**src/rtl/transport_packetizer.sv**
```systemverilog
// Frames control words and audio samples into fixed-size typed, channel-tagged,
// sequence-numbered byte packets, queues whole packets and streams one per request.
module transport_packetizer #(
  parameter int PACKET_BYTES = 16,
  parameter int SAMPLE_BYTES = 2,
  parameter int NUM_CHANNELS = 4,
  parameter int READY_PKTS   = 4
) (
  input  logic                          clk,
  input  logic                          reset,
  input  logic [1:0]                    cmd,
  input  logic [1:0]                    chan,
  input  logic [8*SAMPLE_BYTES-1:0]     data,
  input  logic                          send_data,
  output logic                          sending,
  output logic [7:0]                    packet_out,
  output logic                          busy,
  output logic                          overflow,
  output logic [$clog2(READY_PKTS):0]   pkt_count
);

  localparam int N_SAMPLES  = (PACKET_BYTES - 1) / SAMPLE_BYTES;
  localparam int FIFO_BYTES = READY_PKTS * PACKET_BYTES;
  localparam int CTRL_BYTES = (SAMPLE_BYTES < PACKET_BYTES) ? SAMPLE_BYTES : PACKET_BYTES - 1;
  localparam int SW         = 8 * SAMPLE_BYTES;
  localparam int PTR_W      = $clog2(FIFO_BYTES);
  localparam int CNT_W      = $clog2(FIFO_BYTES + 1);
  localparam int IDX_W      = $clog2(PACKET_BYTES);
  localparam int ACNT_W     = $clog2(N_SAMPLES + 1);
  localparam int PC_W       = $clog2(READY_PKTS) + 1;

  localparam logic [PTR_W-1:0]  LAST_PTR     = PTR_W'(FIFO_BYTES - 1);
  localparam logic [CNT_W-1:0]  FIFO_BYTES_L = CNT_W'(FIFO_BYTES);
  localparam logic [CNT_W-1:0]  PKT_BYTES_L  = CNT_W'(PACKET_BYTES);
  localparam logic [IDX_W-1:0]  LAST_IDX     = IDX_W'(PACKET_BYTES - 1);
  localparam logic [ACNT_W-1:0] LAST_SMP     = ACNT_W'(N_SAMPLES - 1);
  localparam logic [2:0]        NUM_CH_L     = 3'(NUM_CHANNELS);

  typedef enum logic [1:0] {
    CMD_IDLE  = 2'b00,
    CMD_CTRL  = 2'b01,
    CMD_AUDIO = 2'b10,
    CMD_FLUSH = 2'b11
  } cmd_e;

  typedef enum logic {WR_IDLE = 1'b0, WR_BUSY = 1'b1} wr_state_e;
  typedef enum logic {RD_IDLE = 1'b0, RD_SEND = 1'b1} rd_state_e;

  function automatic logic [PTR_W-1:0] ptr_inc(input logic [PTR_W-1:0] p);
    logic [PTR_W-1:0] r;
    if (p == LAST_PTR) begin
      r = '0;
    end else begin
      r = p + PTR_W'(1);
    end
    return r;
  endfunction

  // Assembly buffer and packet writer state
  logic [SW-1:0]      asm_q [N_SAMPLES];
  logic [SW-1:0]      asm_d [N_SAMPLES];
  logic [SW-1:0]      asm_ins [N_SAMPLES];
  logic [SW-1:0]      aud_src [N_SAMPLES];
  logic [ACNT_W-1:0]  asm_cnt_q, asm_cnt_d, aud_cnt;
  logic [1:0]         asm_chan_q, asm_chan_d, aud_chan, chan_eff;
  logic [3:0]         ctrl_seq_q, ctrl_seq_d, audio_seq_q, audio_seq_d;
  logic [7:0]         ctrl_pkt [PACKET_BYTES];
  logic [7:0]         aud_pkt [PACKET_BYTES];
  logic [7:0]         wr_pkt_q [PACKET_BYTES];
  logic [7:0]         wr_pkt_d [PACKET_BYTES];
  wr_state_e          wr_state_q, wr_state_d;
  logic [IDX_W-1:0]   wr_idx_q, wr_idx_d;
  logic               req, accept, emit_ctrl, emit_audio;

  // Ready FIFO and reader state
  logic [7:0]         fifo_mem_q [FIFO_BYTES];
  logic [PTR_W-1:0]   wr_ptr_q, wr_ptr_d, rd_ptr_q, rd_ptr_d;
  logic [CNT_W-1:0]   fifo_cnt_q, fifo_cnt_d;
  logic               fifo_we, fifo_re, pkt_inc, pkt_dec;
  rd_state_e          rd_state_q, rd_state_d;
  logic [IDX_W-1:0]   rd_idx_q, rd_idx_d;

  logic               sending_q, sending_d;
  logic [7:0]         packet_out_q, packet_out_d;
  logic               busy_q, busy_d;
  logic               overflow_q, overflow_d;
  logic [PC_W-1:0]    pkt_count_q, pkt_count_d;

  // Request acceptance and audio assembly; decides which packet the writer loads
  always_comb begin
    chan_eff   = ({1'b0, chan} < NUM_CH_L) ? chan : 2'b00;
    req        = (cmd != CMD_IDLE);
    accept     = req && !busy_q;
    overflow_d = req && busy_q;
    for (int k = 0; k < N_SAMPLES; k++) begin
      asm_ins[k] = (ACNT_W'(k) == asm_cnt_q) ? data : asm_q[k];
    end
    asm_d      = asm_q;
    asm_cnt_d  = asm_cnt_q;
    asm_chan_d = asm_chan_q;
    aud_src    = asm_q;
    aud_cnt    = asm_cnt_q;
    aud_chan   = asm_chan_q;
    emit_ctrl  = 1'b0;
    emit_audio = 1'b0;
    if (accept) begin
      case (cmd)
        CMD_CTRL: emit_ctrl = 1'b1;
        CMD_AUDIO: begin
          if ((asm_cnt_q != '0) && (chan_eff != asm_chan_q)) begin
            // channel change: ship the partial packet, this sample opens the next one
            emit_audio = 1'b1;
            asm_d[0]   = data;
            asm_cnt_d  = ACNT_W'(1);
            asm_chan_d = chan_eff;
          end else if (asm_cnt_q == LAST_SMP) begin
            emit_audio = 1'b1;
            aud_src    = asm_ins;
            aud_cnt    = ACNT_W'(N_SAMPLES);
            aud_chan   = chan_eff;
            asm_cnt_d  = '0;
          end else begin
            asm_d      = asm_ins;
            asm_cnt_d  = asm_cnt_q + ACNT_W'(1);
            asm_chan_d = chan_eff;
          end
        end
        CMD_FLUSH: begin
          if (asm_cnt_q != '0) begin
            emit_audio = 1'b1;
            asm_cnt_d  = '0;
          end else begin
            emit_audio = 1'b0;
          end
        end
        default: emit_ctrl = 1'b0;
      endcase
    end else begin
      emit_ctrl = 1'b0;
    end
  end

  // Byte images of the candidate control and audio packets
  always_comb begin
    for (int i = 0; i < PACKET_BYTES; i++) begin
      ctrl_pkt[i] = 8'h00;
      aud_pkt[i]  = 8'hFF;
    end
    ctrl_pkt[0] = {2'b01, chan_eff, ctrl_seq_q};
    aud_pkt[0]  = {2'b10, aud_chan, audio_seq_q};
    for (int j = 0; j < CTRL_BYTES; j++) begin
      ctrl_pkt[1 + j] = data[8*(SAMPLE_BYTES-1-j) +: 8];
    end
    for (int k = 0; k < N_SAMPLES; k++) begin
      for (int j = 0; j < SAMPLE_BYTES; j++) begin
        aud_pkt[1 + k*SAMPLE_BYTES + j] =
          (ACNT_W'(k) < aud_cnt) ? aud_src[k][8*(SAMPLE_BYTES-1-j) +: 8] : 8'hFF;
      end
    end
  end

  // Writer FSM: latches a packet image, then commits one byte per cycle
  always_comb begin
    wr_state_d  = wr_state_q;
    wr_idx_d    = wr_idx_q;
    wr_pkt_d    = wr_pkt_q;
    ctrl_seq_d  = ctrl_seq_q;
    audio_seq_d = audio_seq_q;
    fifo_we     = 1'b0;
    pkt_inc     = 1'b0;
    case (wr_state_q)
      WR_IDLE: begin
        wr_idx_d = '0;
        if (emit_ctrl) begin
          wr_pkt_d   = ctrl_pkt;
          wr_state_d = WR_BUSY;
          ctrl_seq_d = ctrl_seq_q + 4'd1;
        end else if (emit_audio) begin
          wr_pkt_d    = aud_pkt;
          wr_state_d  = WR_BUSY;
          audio_seq_d = audio_seq_q + 4'd1;
        end else begin
          wr_state_d = WR_IDLE;
        end
      end
      WR_BUSY: begin
        fifo_we = 1'b1;
        if (wr_idx_q == LAST_IDX) begin
          wr_state_d = WR_IDLE;
          pkt_inc    = 1'b1;
        end else begin
          wr_idx_d = wr_idx_q + IDX_W'(1);
        end
      end
      default: wr_state_d = WR_IDLE;
    endcase
  end

  // Reader FSM: streams one whole packet; the idle state forces a gap cycle
  always_comb begin
    rd_state_d   = rd_state_q;
    rd_idx_d     = rd_idx_q;
    rd_ptr_d     = rd_ptr_q;
    sending_d    = 1'b0;
    packet_out_d = 8'h00;
    fifo_re      = 1'b0;
    pkt_dec      = 1'b0;
    case (rd_state_q)
      RD_IDLE: begin
        if (send_data && (pkt_count_q != '0)) begin
          rd_state_d   = RD_SEND;
          rd_idx_d     = '0;
          fifo_re      = 1'b1;
          pkt_dec      = 1'b1;
          sending_d    = 1'b1;
          packet_out_d = fifo_mem_q[rd_ptr_q];
          rd_ptr_d     = ptr_inc(rd_ptr_q);
        end else begin
          rd_state_d = RD_IDLE;
        end
      end
      RD_SEND: begin
        if (rd_idx_q == LAST_IDX) begin
          rd_state_d = RD_IDLE;
        end else begin
          fifo_re      = 1'b1;
          sending_d    = 1'b1;
          packet_out_d = fifo_mem_q[rd_ptr_q];
          rd_ptr_d     = ptr_inc(rd_ptr_q);
          rd_idx_d     = rd_idx_q + IDX_W'(1);
        end
      end
      default: rd_state_d = RD_IDLE;
    endcase
  end

  // FIFO occupancy, packet count and flow-control status
  always_comb begin
    wr_ptr_d    = fifo_we ? ptr_inc(wr_ptr_q) : wr_ptr_q;
    fifo_cnt_d  = fifo_cnt_q + CNT_W'(fifo_we) - CNT_W'(fifo_re);
    pkt_count_d = pkt_count_q + PC_W'(pkt_inc) - PC_W'(pkt_dec);
    busy_d      = (wr_state_d == WR_BUSY) || ((FIFO_BYTES_L - fifo_cnt_d) < PKT_BYTES_L);
  end

  // State registers with synchronous reset
  always_ff @(posedge clk) begin
    if (reset) begin
      asm_q        <= '{default: '0};
      asm_cnt_q    <= '0;
      asm_chan_q   <= 2'b00;
      ctrl_seq_q   <= 4'd0;
      audio_seq_q  <= 4'd0;
      wr_pkt_q     <= '{default: 8'h00};
      wr_state_q   <= WR_IDLE;
      wr_idx_q     <= '0;
      wr_ptr_q     <= '0;
      rd_ptr_q     <= '0;
      fifo_cnt_q   <= '0;
      rd_state_q   <= RD_IDLE;
      rd_idx_q     <= '0;
      sending_q    <= 1'b0;
      packet_out_q <= 8'h00;
      busy_q       <= 1'b0;
      overflow_q   <= 1'b0;
      pkt_count_q  <= '0;
    end else begin
      asm_q        <= asm_d;
      asm_cnt_q    <= asm_cnt_d;
      asm_chan_q   <= asm_chan_d;
      ctrl_seq_q   <= ctrl_seq_d;
      audio_seq_q  <= audio_seq_d;
      wr_pkt_q     <= wr_pkt_d;
      wr_state_q   <= wr_state_d;
      wr_idx_q     <= wr_idx_d;
      wr_ptr_q     <= wr_ptr_d;
      rd_ptr_q     <= rd_ptr_d;
      fifo_cnt_q   <= fifo_cnt_d;
      rd_state_q   <= rd_state_d;
      rd_idx_q     <= rd_idx_d;
      sending_q    <= sending_d;
      packet_out_q <= packet_out_d;
      busy_q       <= busy_d;
      overflow_q   <= overflow_d;
      pkt_count_q  <= pkt_count_d;
    end
  end

  // Ready FIFO storage; emptiness is tracked by the reset pointers and count
  always_ff @(posedge clk) begin
    if (fifo_we) begin
      fifo_mem_q[wr_ptr_q] <= wr_pkt_q[wr_idx_q];
    end
  end

  assign sending    = sending_q;
  assign packet_out = packet_out_q;
  assign busy       = busy_q;
  assign overflow   = overflow_q;
  assign pkt_count  = pkt_count_q;

endmodule

```
**config.mk**
```make
export PLATFORM = sky130hd
export DESIGN_NAME = transport_packetizer
export DESIGN_NICKNAME = d
export VERILOG_FILES = /design/src/rtl/transport_packetizer.sv
export SDC_FILE = /design/constraint.sdc
export NUM_CORES = 1
export LEC_CHECK = 0
export CELL_PAD_IN_SITES_DETAIL_PLACEMENT = 0
export CELL_PAD_IN_SITES_GLOBAL_PLACEMENT = 1
export CORE_ASPECT_RATIO = 2
export CORE_UTILIZATION = 48
export CTS_CLUSTER_DIAMETER = 30
export DETAILED_ROUTE_END_ITERATION = 8
export GPL_ROUTABILITY_DRIVEN = 0
export PLACE_DENSITY_LB_ADDON = 0.1
export SKIP_CTS_REPAIR_TIMING = 1
export SLEW_MARGIN = 20
export SYNTH_ARGS = -nofsm -noshare
export SYNTH_HDL_FRONTEND = slang
export SYNTH_SLANG_ARGS = --single-unit
```
**constraint.sdc**
```tcl
create_clock -name clk -period 3.63 [get_ports clk]
set_input_delay 0.726 -clock clk [delete_from_list [all_inputs] [get_ports clk]]
set_output_delay 0.726 -clock clk [all_outputs]
set_load 0.01 [all_outputs]
```
-- Yosys cells after proc, flatten, opt, wreduce, memory -nomap -nowiden
Memories as Yosys holds them, arrays and structs flattened. A register that Yosys moved wholly into a read port is not among the register bits.
Index checks and enable logic that the tools add are counted.
- bits in registers: 295
- input port bits: 23
- logic and storage cells: 186
- RAM bits: 512
- memories: 1
- output and inout port bits: 14
- bitwise logic cells: 6
- $lt $le $gt $ge: 9
- $add $sub $neg: 12
- multiplexer cells: 81
- eq/ne operators: 20
- reduce and logical (&&, ||, !) cells: 19
- memories (memory ; depth ; bits a word ; rd ports ; clocked after memory_dff ; wr ports ; RTL line ; text):
    fifo_mem_q ; 64 ; 8 ; 1 ; 1 ; 1 ; 76 ; logic [7:0] fifo_mem_q [FIFO_BYTES];
- operators by type and width (operator ; count):
    $mux W112 ; 5
    $mux W128 ; 2
    $mux W8 ; 18
    $mux W16 ; 8
    $mux W6 ; 6
    $bmux W8 S4 ; 1
    $mux W3 ; 7
    $mux W1 ; 17
    $add A4 B1 Y4 const B ; 4
    $pmux W4 S2 ; 2
    $pmux W8 S2 ; 1
    $add A6 B1 Y6 const B ; 2
    $eq A6 B6 Y1 const B ; 2
    $mux W2 ; 6
    $mux W4 ; 3
    $pmux W6 S2 ; 1
    $ne A2 B2 Y1 const B ; 5
    $eq A3 B3 Y1 const A ; 3
    $lt A3 B3 Y1 const A ; 3
    $reduce_and A3 Y1 ; 3
    $eq A4 B4 Y1 const B ; 2
    $add A7 B1 Y7 ; 1
    $lt A7 B5 Y1 const B ; 1
    $sub A7 B1 Y7 ; 1
    25 further kinds ; 43

-- Depth between registers and ports, before layout
- word-level depth: 9
- mapped depth: 14
- gate-level depth less buffers: 13

-- Worst setup path after synthesis
No wires, ideal clock.
- path type: reg-to-reg
- start point: register wr_idx_q[0]
- end point: memory fifo_mem_q[0][1], data pin
- stages on the path, launching flop included: 7
- required time: 3082 ps
- setup slack: -159 ps
- arrival: 3241 ps
- library setup time: 548 ps
- cell sequence: dfxtp_1 -> clkbuf_1 -> clkbuf_1 -> mux4_2 -> nor2b_1 -> a211oi_1 -> a21oi_1
- word-level cells in the longest chain between the ends: 4
- ends and longest elaborated chain (what ; RTL line ; text):
    start: declaration ; 72 ; logic [IDX_W-1:0] wr_idx_q, wr_idx_d;
    start signal: assignment ; 274 ; wr_idx_q <= wr_idx_d;
    $not A4 Y5 (not written as such) ; 291 ; fifo_mem_q[wr_ptr_q] <= wr_pkt_q[wr_idx_q];
    $bmux W8 S4 ; 291 ;
    $mux W8 (not written as such) (2 in series) ; 291 ;
    end: declaration ; 76 ;
No other way between the ends. The select of a mux whose other input is x is not followed.

-- Worst setup path after layout
- start point: register rd_idx_q[0]
- end point: register busy_q, in the netlist busy
- word-level cells in the longest chain between the ends: 7
- ends and longest elaborated chain (what ; RTL line ; text):
    start: declaration ; 81 ; logic [IDX_W-1:0] rd_idx_q, rd_idx_d;
    start signal: assignment ; 279 ; rd_idx_q <= rd_idx_d;
    $eq A4 B4 Y1 ; 223 ; if (rd_idx_q == LAST_IDX) begin
    $mux W1 ; 223 ;
    $pmux W1 S2 ; 208 ; case (rd_state_q)
    via fifo_re ; 79 ; logic fifo_we, fifo_re, pkt_inc, pkt_dec;
    $sub A7 B1 Y7 ; 240 ; fifo_cnt_d = fifo_cnt_q + CNT_W'(fifo_we) - CNT_W'(fifo_re);
    $sub A7 B7 Y7 ; 242 ; busy_d = (wr_state_d == WR_BUSY) || ((FIFO_BYTES_L - fifo_cnt_d) < PKT_BYTES_L);
    $lt A7 B5 Y1 ; 242 ;
    $logic_or A1 B1 Y1 ; 242 ;
    end signal: assignment ; 282 ; busy_q <= busy_d;
    end: declaration ; 85 ; logic busy_q, busy_d;
The timed path passes the listed nets, and every way through them passes these cells.
A chain may end at the register's enable or synchronous reset.

==> impl_metrics.ini <==
[outcome]
status = finished clean

[pwr]
finalPower_mw = 25.0
seq_power_share_pct = 41.9
leakage_nw = 12.9
ir_drop_mv = 0.584
p_sw_share_pct = 27.5
power_frac_comb_pct = 16.0
p_int_mw = 18.1
p_sw_mw = 6.88
clock_power_share_pct = 42.1
p_per_area_nw_per_um2 = 654

[routing]
antenna_left = 0
first_iter_violations = 1284
firstDrtPassIters = 5
routed_wl_um = 90300
routed_via_density = 5.94
routedWlPerCell_um = 27.2
drc = 0
dr_total_vias = 19700

[timing]
rsz0062_at_grt = false
skew_ps = 21.6
hold_violations = 0
setup_violations = 0
finalCritPeriodShare_pct = 95.4
tns_ps = 0
worst_pin_slew_ps = 1030
min_period_ps = 3460
fmax_mhz = 289
slew_headroom_pct = 31.4
setup_slack_ps = 166
drv_slew = 0
hold_ws_ps = 397

[global_routing]
antenna_found_initial = 0
grt_usage_pct = 27.4
grt_overflow_total = 0
grt_pass1_vias = 20800
grt_max_degree = 103
grt_pass1_wl_um = 134000

[clocking]
path_clk_slew_ps = 70
cts_tree = done
insertion_delay_ps = 680
htreeDepth = 3
ctsRootBufferMaster = clkbuf_16
cts_buffers = 103
clk_path_buf_depth = 3
clock-sinks = 805

[run]
maxCapViolations = 0

[placement]
place_hpwl_um = 61800
placed_area_um2 = 34500
dp.cells = 3131
place_ws_ps = -382
portBuffers = 36

[synth]
synth_edf_count = 512
async_reset_ff_share_pct = 0
synth.top_cell.area_share_pct = 47.5
syn_area_um2 = 32400
synth-simple-area-share_pct = 7.99
ys_seq_elements = 805
yosysTopAreaCell = edfxtp_1
syn_area_per_cell_um2 = 14.5
synth_top_family_by_area = multiplexers
synthMuxAreaShare_pct = 14.8
yosysSeqAreaShare_pct = 65.6
synth_fa_ha_area_share_pct = 0.742
ys_types = 75
syn-num-nets = 2279
synthTopCellsByCount = 512 x edfxtp_1, 293 x dfxtp_1, 223 x nor2_1
syn_inst = 2238
synthXorXnorAreaFrac_pct = 0.591
synth-compound-area-share_pct = 7.39
synth_warnings = 0
synth_area_leaders = edfxtp_1 47%, dfxtp_1 18%, mux4_2 11%, mux2i_1 3.3%, nor2_1 2.6%
synth_most_common_cell = edfxtp_1
synth_ff_type = edfxtp_1

[finish]
layout.nets = 2394
design_area_um2 = 38100
drive_above_1_share_pct = 22.8
area_growth_pct = 17.7
fin_util_pct = 57.1
nFillCells = 5517
fin_cells = 3325

[setup_path]
cp-start-kind = flop
critPathKind = flop to flop
crit_fanout = 4
cp-end-kind = flop
cp.arrival_ps = 4020
critPathRequiredTime_ps = 4190

[hold_path]
hp-class = input port to flop

[floorplanning]
pin_count = 37
num_rows = 134
start_util_pct = 48.5
die_w_um = 186
die_h_um = 369
dieArea_um2 = 68600
core_um2 = 66700
## path summary, 6_finish.rpt
path,startpoint,cells after the start,endpoint,slack (ps)
hold reg to reg,asm_q[82]$_SDFFE_PP0P_,2,asm_q[82]$_SDFFE_PP0P_,460
setup / recovery,rd_idx_q[0]$_SDFFE_PP0N_,13,busy$_SDFF_PP0_,170
setup reg to reg,rd_idx_q[0]$_SDFFE_PP0N_,13,busy$_SDFF_PP0_,170
hold / removal,reset,2,asm_q[108]$_SDFFE_PP0P_,400
## cell families after synthesis
group,Yosys count
mux,275
compound gates,341
buf+inv,224
flops,805
simple gates,554
fa+ha+maj,18
xor+xnor,21
## placed cells by master, fill, tap and decap left out, types with 44 or more instances in the layout
cell       Yosys  final
mux4_2       162    162
nand3_1       60     60
a21oi_1       77     70
buf_4         11    139
edfxtp_1     512    512
nand2_1      102    102
inv_1         44     44
mux2i_1      108    108
nor3_1        53     53
nor2_1       223    221
o21ai_0       54     53
dfxtp_1      293    289
clkbuf_16      0    103
## layout make-up
class / instances / area [um^2] / area share (%)
diodes: 1 / 2.50 / 0.00656
clock buffers: 107 / 2610 / 6.85
clock inverters: 85 / 968 / 2.54
inverters: 45 / 169 / 0.443
multi-input cells: 1209 / 10300 / 27.1
flip-flops and latches: 805 / 21300 / 55.7
well taps: 884 / 1110 / 2.90
repair buffers: 189 / 1690 / 4.44
## power by group through the flow
stage / Sequential [mW] / Clock, mW / Combinational [mW]
after CTS: 10.5 / 10.7 / 4.01
after global routing: 10.5 / 11.0 / 4.25
after detailed placement: 10.6 / 0 / 3.99
after global placement: 10.6 / 0 / 3.92
after floorplan: 10.5 / 0 / 2.50
final: 10.4 / 10.5 / 4.00
## worst max-delay path, stage by stage, from the launching register on
cell and delay, ps:
dfxtp_1 370, ha_1 220, nand3_1 200, a2bb2oi_4 300, inv_1 110, ha_1 290, inv_1 40, ha_1 200
fa_1 430, a211oi_1 330, or2_2 190, o21ai_0 120, o2111a_1 260, a211o_1 260
## metal layers
| layer | routed length, um | vias to the layer above | GRT usage (%) | share of wire (%) |
|---|---|---|---|---|
| met4 | 7000 | 0 | 19.5 | 7.8 |
| met1 | 29600 | 10100 | 27.0 | 33 |
| met2 | 50400 | 610 | 51.5 | 56 |
| met5 | 0 | - | 0 | 0 |
| li1 | - | 8812 | - | - |
| met3 | 3230 | 257 | 3.60 | 3.6 |
## flip-flops by register name, summed over array words and instances, names as in the netlist, 6 cells and up, named ones only
name        count
wr_pkt_q      120
fifo_cnt_q      7
asm_q         112
wr_ptr_q        6
rd_ptr_q        6
packet_out      8
fifo_mem_q    512
No activity file was read; power rests on OpenSTA's default activity.
